[config.mk]
export PLATFORM = sky130hd
export DESIGN_NAME = store_drain_queue_flat
export DESIGN_NICKNAME = d
export VERILOG_FILES = /design/src/rtl/store_drain_queue_if.sv /design/src/rtl/store_drain_queue.sv /design/src/flat_wrapper.sv
export SDC_FILE = /design/constraint.sdc
export NUM_CORES = 1
export LEC_CHECK = 0
export ABC_AREA = 0
export CAP_MARGIN = 15
export CORE_ASPECT_RATIO = 1.75
export CORE_MARGIN = 2
export CORE_UTILIZATION = 45
export CTS_BUF_LIST = sky130_fd_sc_hd__clkbuf_4 sky130_fd_sc_hd__clkbuf_8
export DETAILED_ROUTE_END_ITERATION = 12
export PLACE_DENSITY = 0.67
export SLEW_MARGIN = 20
export SYNTH_ARGS = -nofsm -noshare
export SYNTH_HDL_FRONTEND = slang
export SYNTH_SLANG_ARGS = --single-unit
[constraint.sdc]
create_clock -name clk -period 11.33 [get_ports clk]
set_input_delay 1.6995 -clock clk [delete_from_list [all_inputs] [get_ports clk]]
set_output_delay 1.6995 -clock clk [all_outputs]
set_load 0.02 [all_outputs]
[src/rtl/store_drain_queue_if.sv]
`default_nettype none
// ============================================================================
//  Module   : store_drain_queue_if
//  Brief    : Store, load-forward and memory-write bundle for store_drain_queue.
//  Revision : 1.0
// ============================================================================
interface store_drain_queue_if #(
    parameter int DEPTH_LOG = 2,
    parameter int MODE_W    = 3
);
    logic [1:0]             st_valid;
    logic [1:0][31:0]       st_addr;
    logic [1:0][31:0]       st_data;
    logic [1:0][MODE_W-1:0] st_mode;
    logic                   st_ready;
    logic [1:0][31:0]       ld_addr;
    logic [1:0]             ld_hit;
    logic [1:0][31:0]       ld_data;
    logic                   we;
    logic [31:0]            wa;
    logic [31:0]            wd;
    logic [MODE_W-1:0]      wm;
    logic [DEPTH_LOG:0]     count;
    logic                   empty;

    modport master (
        output st_valid, st_addr, st_data, st_mode, ld_addr,
        input  st_ready, ld_hit, ld_data, we, wa, wd, wm, count, empty
    );

    modport slave (
        input  st_valid, st_addr, st_data, st_mode, ld_addr,
        output st_ready, ld_hit, ld_data, we, wa, wd, wm, count, empty
    );
endinterface
`default_nettype wire

[src/rtl/store_drain_queue.sv]
`default_nettype none
// ============================================================================
//  Module   : store_drain_queue
//  Brief    : In-order store queue sharing one memory write port between two
//             store pipes, with youngest-match load forwarding.
//  Revision : 1.0
// ============================================================================
module store_drain_queue #(
    parameter int DEPTH     = 4,
    parameter int DEPTH_LOG = 2,
    parameter int MODE_W    = 3
) (
    input  logic                 clk,
    input  logic                 rst_n,
    store_drain_queue_if.slave   bus
);
    localparam int unsigned READY_MAX = DEPTH - 2;

    logic [31:0]          r_addr [DEPTH];
    logic [31:0]          r_data [DEPTH];
    logic [MODE_W-1:0]    r_mode [DEPTH];
    logic [DEPTH-1:0]     r_valid;
    logic [DEPTH_LOG-1:0] r_head;
    logic [DEPTH_LOG-1:0] r_tail;
    logic [DEPTH_LOG:0]   r_count;

    logic                 w_ready;
    logic                 w_acc0;
    logic                 w_acc1;
    logic                 w_drain;
    logic [DEPTH_LOG-1:0] w_slot1;
    logic [DEPTH_LOG:0]   w_num_acc;
    logic [DEPTH_LOG-1:0] w_age_idx [DEPTH];
    logic [DEPTH-1:0]     w_live;
    logic                 w_unused;

    // Conservative: two free slots are required regardless of what drains.
    assign w_ready   = (r_count <= (DEPTH_LOG+1)'(READY_MAX));
    assign w_acc0    = bus.st_valid[0] & w_ready;
    assign w_acc1    = bus.st_valid[1] & w_ready;
    assign w_drain   = (r_count != '0);
    assign w_slot1   = r_tail + DEPTH_LOG'(w_acc0);
    assign w_num_acc = (DEPTH_LOG+1)'(w_acc0) + (DEPTH_LOG+1)'(w_acc1);

    always_ff @(posedge clk or negedge rst_n) begin
        if (!rst_n) begin
            r_valid <= '0;
            r_head  <= '0;
            r_tail  <= '0;
            r_count <= '0;
            for (int i = 0; i < DEPTH; i++) begin
                r_addr[i] <= '0;
                r_data[i] <= '0;
                r_mode[i] <= '0;
            end
        end else begin
            if (w_drain) begin
                r_valid[r_head] <= 1'b0;
                r_head          <= r_head + 1'b1;
            end
            if (w_acc0) begin
                r_valid[r_tail] <= 1'b1;
                r_addr[r_tail]  <= bus.st_addr[0];
                r_data[r_tail]  <= bus.st_data[0];
                r_mode[r_tail]  <= bus.st_mode[0];
            end
            if (w_acc1) begin
                r_valid[w_slot1] <= 1'b1;
                r_addr[w_slot1]  <= bus.st_addr[1];
                r_data[w_slot1]  <= bus.st_data[1];
                r_mode[w_slot1]  <= bus.st_mode[1];
            end
            r_tail  <= r_tail + w_num_acc[DEPTH_LOG-1:0];
            r_count <= r_count + w_num_acc - (DEPTH_LOG+1)'(w_drain);
        end
    end

    assign bus.st_ready = w_ready;
    assign bus.count    = r_count;
    assign bus.empty    = ~w_drain;
    assign bus.we       = w_drain;
    assign bus.wa       = w_drain ? r_addr[r_head] : '0;
    assign bus.wd       = w_drain ? r_data[r_head] : '0;
    assign bus.wm       = w_drain ? r_mode[r_head] : '0;

    // Entries listed oldest (age 0, the head) to youngest.
    generate
        for (genvar k = 0; k < DEPTH; k++) begin : g_age
            assign w_age_idx[k] = r_head + DEPTH_LOG'(k);
            assign w_live[k]    = r_valid[w_age_idx[k]] &&
                                  ((DEPTH_LOG+1)'(k) < r_count);
        end

        for (genvar p = 0; p < 2; p++) begin : g_port
            logic        w_hit;
            logic [31:0] w_fwd;

            // Scanning oldest to youngest lets the youngest match win.
            always_comb begin
                w_hit = 1'b0;
                w_fwd = '0;
                for (int k = 0; k < DEPTH; k++) begin
                    if (w_live[k] &&
                        (r_addr[w_age_idx[k]][31:2] == bus.ld_addr[p][31:2])) begin
                        w_hit = 1'b1;
                        w_fwd = r_data[w_age_idx[k]];
                    end
                end
            end

            assign bus.ld_hit[p]  = w_hit;
            assign bus.ld_data[p] = w_fwd;
        end
    endgenerate

    assign w_unused = ^{bus.ld_addr[0][1:0], bus.ld_addr[1][1:0]};

endmodule
`default_nettype wire

[src/flat_wrapper.sv]
// flat-port wrapper written by rule: the top's interface ports become plain ports
module store_drain_queue_flat 
#(
    parameter int DEPTH     = 4,
    parameter int DEPTH_LOG = 2,
    parameter int MODE_W    = 3
)
  (clk, rst_n, bus_st_valid, bus_st_addr, bus_st_data, bus_st_mode, bus_ld_addr, bus_st_ready, bus_ld_hit, bus_ld_data, bus_we, bus_wa, bus_wd, bus_wm, bus_count, bus_empty);
  store_drain_queue_if #(.DEPTH_LOG(DEPTH_LOG), .MODE_W(MODE_W)) bus_i ();
  input  logic clk;
  input  logic rst_n;
  input wire logic [$bits(bus_i.st_valid)-1:0] bus_st_valid;
  input wire logic [$bits(bus_i.st_addr)-1:0] bus_st_addr;
  input wire logic [$bits(bus_i.st_data)-1:0] bus_st_data;
  input wire logic [$bits(bus_i.st_mode)-1:0] bus_st_mode;
  input wire logic [$bits(bus_i.ld_addr)-1:0] bus_ld_addr;
  output wire logic [$bits(bus_i.st_ready)-1:0] bus_st_ready;
  output wire logic [$bits(bus_i.ld_hit)-1:0] bus_ld_hit;
  output wire logic [$bits(bus_i.ld_data)-1:0] bus_ld_data;
  output wire logic [$bits(bus_i.we)-1:0] bus_we;
  output wire logic [$bits(bus_i.wa)-1:0] bus_wa;
  output wire logic [$bits(bus_i.wd)-1:0] bus_wd;
  output wire logic [$bits(bus_i.wm)-1:0] bus_wm;
  output wire logic [$bits(bus_i.count)-1:0] bus_count;
  output wire logic [$bits(bus_i.empty)-1:0] bus_empty;
  assign bus_i.st_valid = bus_st_valid;
  assign bus_i.st_addr = bus_st_addr;
  assign bus_i.st_data = bus_st_data;
  assign bus_i.st_mode = bus_st_mode;
  assign bus_i.ld_addr = bus_ld_addr;
  assign bus_st_ready = bus_i.st_ready;
  assign bus_ld_hit = bus_i.ld_hit;
  assign bus_ld_data = bus_i.ld_data;
  assign bus_we = bus_i.we;
  assign bus_wa = bus_i.wa;
  assign bus_wd = bus_i.wd;
  assign bus_wm = bus_i.wm;
  assign bus_count = bus_i.count;
  assign bus_empty = bus_i.empty;
  store_drain_queue #(.DEPTH(DEPTH), .DEPTH_LOG(DEPTH_LOG), .MODE_W(MODE_W)) u_core (.clk(clk), .rst_n(rst_n), .bus(bus_i));
endmodule
## After elaboration in Yosys (flattened, before gate mapping)

Index checks and enable logic that the tools add are counted.

| cells by class | value |
|---|---|
| $add $sub $neg | 8 |
| magnitude comparators | 22 |
| eq/ne operators | 8 |
| muxes and demuxes | 83 |
| bitwise operators | 13 |
| reduce and logical (&&, ||, !) cells | 18 |

Operators with widths:

| operator | number |
|---|---|
| $mux W32 | 28 |
| $bmux W32 S2 | 8 |
| $bwmux W128 | 4 |
| $mux W128 | 4 |
| $eq A30 B30 Y1 | 8 |
| $demux W32 S2 | 2 |
| $bwmux W12 | 2 |
| $mux W12 | 2 |
| $ge A3 B3 Y1 const B | 6 |
| $lt A2 B3 Y1 const B | 6 |
| $not A2 Y3 | 6 |
| $logic_and A1 B1 Y1 | 17 |
| $mux W1 | 15 |
| $mux W3 | 5 |
| $demux W3 S2 | 2 |
| $mux W4 | 3 |
| $bmux W1 S2 | 4 |
| $or A4 B4 Y4 | 2 |
| $bmux W3 S2 | 1 |
| $demux W1 S2 | 3 |
| $ge A2 B1 Y1 const B | 3 |
| $lt A1 B3 Y1 const A | 2 |
| $lt A2 B3 Y1 const A | 2 |
| $lt A3 B1 Y1 const B | 2 |
| 13 further kinds | 15 |

| storage, ports and cells | value |
|---|---|
| register bits after elaboration | 279 |
| input port bits | 202 |
| output and inout port bits | 139 |
| word-level logic and storage cells | 168 |

## Longest topological paths before layout

| depth | value |
|---|---|
| depth after elaboration | 11 |
| gate-level depth with buffers | 23 |
| depth with buffers taken out | 10 |

## Least setup slack after synthesis

No wires, ideal clock.

| path | value |
|---|---|
| path type | register -> output |
| from | register u_core.r_head[1] |
| to | output port bus_ld_data[44] |
| arrival | 5229 ps |
| data required time | 9630 ps |
| path slack | 4402 ps |
| stages on the path, launching flop included | 21 |
| buffers on the path | 11 |
| cell sequence | dfrtp_1 buf_2 buf_2 buf_2 buf_2 buf_1 clkbuf_1 inv_1 ha_1 buf_4 buf_6 buf_6 buf_6 mux2i_1 mux2_2 a221o_1 a2111oi_2 nand4_1 clkbuf_1 mux2_2 a22oi_1 |

RTL lines:

| what | RTL line | source |
|---|---|---|
| start, declared | store_drain_queue.sv:23 | `logic [DEPTH_LOG-1:0] r_head;` |
| start signal, assigned | store_drain_queue.sv:59 | `r_head <= r_head + 1'b1;` |
| end, declared | flat_wrapper.sv:19 | `output wire logic [$bits(bus_i.ld_data)-1:0] bus_ld_data;` |

## Worst setup path after layout

| path | value |
|---|---|
| from | register u_core.r_head[0] |
| to | output port bus_ld_data[60] |

| between the ends | value |
|---|---|
| longest elaborated chain between the ends | 10 |
| elaborated cells between the ends (all ways) | 55 |
| classes of those cells | add/sub (3); eq/ne (4); mux (36); bitwise (4); reduce/logical (8) |

Ends and longest elaborated chain:

| what | RTL line | source |
|---|---|---|
| $add A2 B1 Y2 or $not A2 Y3 (tied branches) | store_drain_queue.sv:89, store_drain_queue.sv:104, store_drain_queue.sv:106 |  |
| $not A2 Y3 (implied by the code) or $bmux W32 S2 (tied branches) | store_drain_queue.sv:104, store_drain_queue.sv:106 |  |
| $bmux W32 S2 or $mux W32 (tied branches) | store_drain_queue.sv:104 | `(r_addr[w_age_idx[k]][31:2] == bus.ld_addr[p][31:2])) begin` |
| $mux W32 (implied by the code) | store_drain_queue.sv:104 |  |
| $mux W32 (implied by the code) or $eq A30 B30 Y1 (tied branches) | store_drain_queue.sv:104 |  |
| $eq A30 B30 Y1 or $logic_and A1 B1 Y1 (tied branches) | store_drain_queue.sv:104, store_drain_queue.sv:103 |  |
| $logic_and A1 B1 Y1 or $mux W32 (tied branches) | store_drain_queue.sv:103 | `if (w_live[k] &&` |
| $mux W32 (2 in a row) | store_drain_queue.sv:103 |  |
| $mux W32 * | store_drain_queue.sv:103 |  |

Mark *: on every way between the ends. The rest lies on a longest branch, timed or not. The select of a mux whose other input is x is not followed.

==> impl_metrics.py <==
metrics = {
    "synthesis": {
        "avgSynthCellArea_sq_um": 10.1,
        "ys_seq_elements": 279,
        "seq_area_frac_synth_pct": 27.3,
        "yosysTopAreaCell": "dfrtp_1",
        "synthTopCellsByArea": "dfrtp_1 (27%), mux4_2 (20%), mux2i_1 (14%), a21oi_1 (6.0%), xnor2_1 (5.6%)",
        "syn_area_sq_um": 25600,
        "synth_edf_count": 0,
        "yosys.area.top_type_share_pct": 27.3,
        "syn_inst": 2540,
        "synthArstFlopShare_pct": 100,
        "synthFlopType": "dfrtp_1",
        "synth_cell_types": 53,
        "synth_fp_nets": 2753,
        "ys_warn_count": 0,
    },
    "layout": {
        "seq_area_sq_um": 6990,
        "area_growth_pct": 17.5,
        "drive_gt1_share_pct": 14.7,
        "fillerInstances": 5003,
        "nets": 2926,
        "stdcell_count": 3450,
        "multi_input_area_sq_um": 17400,
    },
    "route": {
        "drt_iter0_drc": 1873,
        "vias_per_cell": 6.54,
        "dr.pass1.iters": 5,
        "wl_per_cell_um": 30.2,
        "drc": 0,
        "num_vias": 22600,
        "wirelength_um": 104000,
        "drtAntennaViolNets": 0,
    },
    "sta": {
        "finalWorstSetupSlack_ns": 2.55,
        "hold_slack_ns": 0.539,
        "hold_viol_final": 0,
        "setup_viol": 0,
        "setup_tns_ns": 0,
        "worst_pin_slew_ns": 1.36,
        "slew_viol_final": 0,
        "fmax_ghz": 0.114,
        "period_needed_ns": 8.78,
        "period_share_pct": 77.5,
        "fin_skew_ns": 0.0235,
        "relSlewSlack_pct": 6.80,
        "rsz0062_at_grt": "false",
    },
    "clock_network": {
        "htree_levels": 2,
        "path_clk_slew_ns": 0.06,
        "clockRootBuffer": "clkbuf_8",
        "cts_tree": "built",
        "cts.sinks": 279,
        "hold_buffers": 0,
        "cts-resized-gates": 0,
        "cts_buffers": 47,
        "postCtsSetupBuffers": 0,
        "clock_latency_ns": 0.64,
        "clockBufferDepth": 3,
    },
    "global_route": {
        "grt-ovfl-total": 0,
        "grt_max_degree": 135,
        "grt_use_total_pct": 35.5,
        "grt_pass1_vias": 22900,
        "grt_pass1_wl_um": 153000,
        "grt_antenna_before_repair": 11,
    },
    "worst_setup_path": {
        "worstPathRequired_ns": 9.63,
        "cp-end-kind": "output port",
        "worstPathArrival_ns": 7.08,
        "crit_type": "register to output port",
        "cp_max_fo": 134,
        "startpoint_type": "register",
    },
    "place": {
        "pre_cts_ws_ns": 3.14,
        "routabilityCongestion": 1.02,
        "dp_cells": 3366,
        "hpwl_um": 73700,
        "portBuffers": 336,
    },
    "floorplanning": {
        "die_area_sq_um": 58800,
        "ios": 341,
        "num_rows": 115,
        "fp.dieH_um": 319,
        "core_sq_um": 56100,
        "initial_utilization_pct": 45.5,
        "die_w_um": 184,
    },
    "pwr": {
        "totalPowerFinal_uw": 11100,
        "leakagePower_uw": 0.0126,
        "p_per_area_nw_per_um2": 369,
        "peakVddDrop_mv": 0.195,
    },
    "job": {
        "cap_violations": 0,
    },
    "status": {
        "outcome": "finished clean",
    },
    "hold_path": {
        "min_path_type": "register to register",
    },
}
logic make-up (layout without fill, tap and decap cells):
family,count (synthesis),after routing,share of synthesized area [%]
xor+xnor,235,235,8.05
compound gates,569,569,13.3
other cells,0,5,0
buf+inv,293,496,5.13
fa+ha+maj,11,11,0.568
flops,279,279,27.3
simple gates,529,529,9.68
mux,624,624,36.0
through the flow:
stage                     cell area [sq um]  utilization, %
after floorplan                       25600               -
after global placement                29000            51.8
after detailed placement              29000            51.8
after CTS                             30000            53.5
after global routing                  30000            53.5
final                                 30000            53.5
layout by cell type (no fill, tap or decap), drive strengths merged, types with 7 or more instances in the layout:
master,count
xor2,73
a2111oi,8
a22oi,33
buf,35
nand4,40
or4,7
o21ai,77
inv,47
o22ai,9
clkdlybuf4s50,335
nand2,55
o211ai,36
mux4,232
ha,10
nor2,288
and2,67
dfrtp,279
nor4,20
nand3,11
nand2b,34
o31a,32
a21oi,308
xnor2,162
mux2,39
a21o,33
mux2i,353
clkbuf,72
area by class of cell:
class / instances / area share, %
multi-input combinational: 1968 / 57.8
sequential: 279 / 23.3
timing repair buffer: 370 / 12.1
clock buffer: 72 / 3.03
tap: 702 / 2.92
inverter: 47 / 0.587
clock inverter: 7 / 0.208
antenna: 5 / 0.0417
critical path, stage by stage (launching register included):
cell and delay (ns):
dfrtp_4 0.79, buf_4 0.68, buf_12 0.72, mux4_2 0.66, xor2_1 0.17, nor4_1 0.33, nand4_1 0.12, or4_2 1.18
and2_1 0.32, buf_4 0.30, a22oi_1 0.35, clkdlybuf4s50_1 0.68
state kept, by name (all words and copies together) (netlist names):
signal	count
u_core.r_addr	128
u_core.bus.count	3
u_core.r_mode	12
u_core.r_tail	2
u_core.r_valid	4
u_core.r_head	2
u_core.r_data	128
cells in the mapped netlist, drive strengths merged, types with 33 or more instances:
cell type and number:
mux2 39, xor2 73, nor2 288, buf 100, mux4 232, clkbuf 146, a22oi 33, nand2b 34
and2 67, xnor2 162, a21oi 308, a21o 33, nand4 40, o21ai 77, o211ai 36, inv 47
nand2 55, mux2i 353, dfrtp 279
final timing paths:
kind                                      from                  to  slack, ns  cells past startpoint
hold reg to reg              u_core.r_valid[1]   u_core.r_valid[1]       0.54                      2
setup reg to reg           u_core.bus.count[2]   u_core.r_data[79]       7.10                      9
min in group asynchronous                rst_n  u_core.r_data[124]       1.05                      1
max in group asynchronous                rst_n  u_core.r_addr[113]       7.97                      3
hold / removal               u_core.r_valid[1]   u_core.r_valid[1]       0.54                      2
setup / recovery              u_core.r_head[0]     bus_ld_data[60]       2.55                     11
where the power goes:
part / switching (uW) / internal [uW]
clock network: 452 / 530
logic: 4250 / 3570
registers: 743 / 1530
total: 5440 / 5630
per-layer routing:
| layer | part of all wire [%] | global-route usage [%] | vias to the layer above |
|---|---|---|---|
| met1 | 34 | 39.3 | 11300 |
| met3 | 6.8 | 6.60 | 297 |
| met2 | 51 | 61.7 | 1151 |
| met4 | 7.7 | 23.4 | 12 |
| met5 | 0.076 | 0 | - |
| li1 | - | - | 9789 |
No activity file was read; power rests on OpenSTA's default activity.
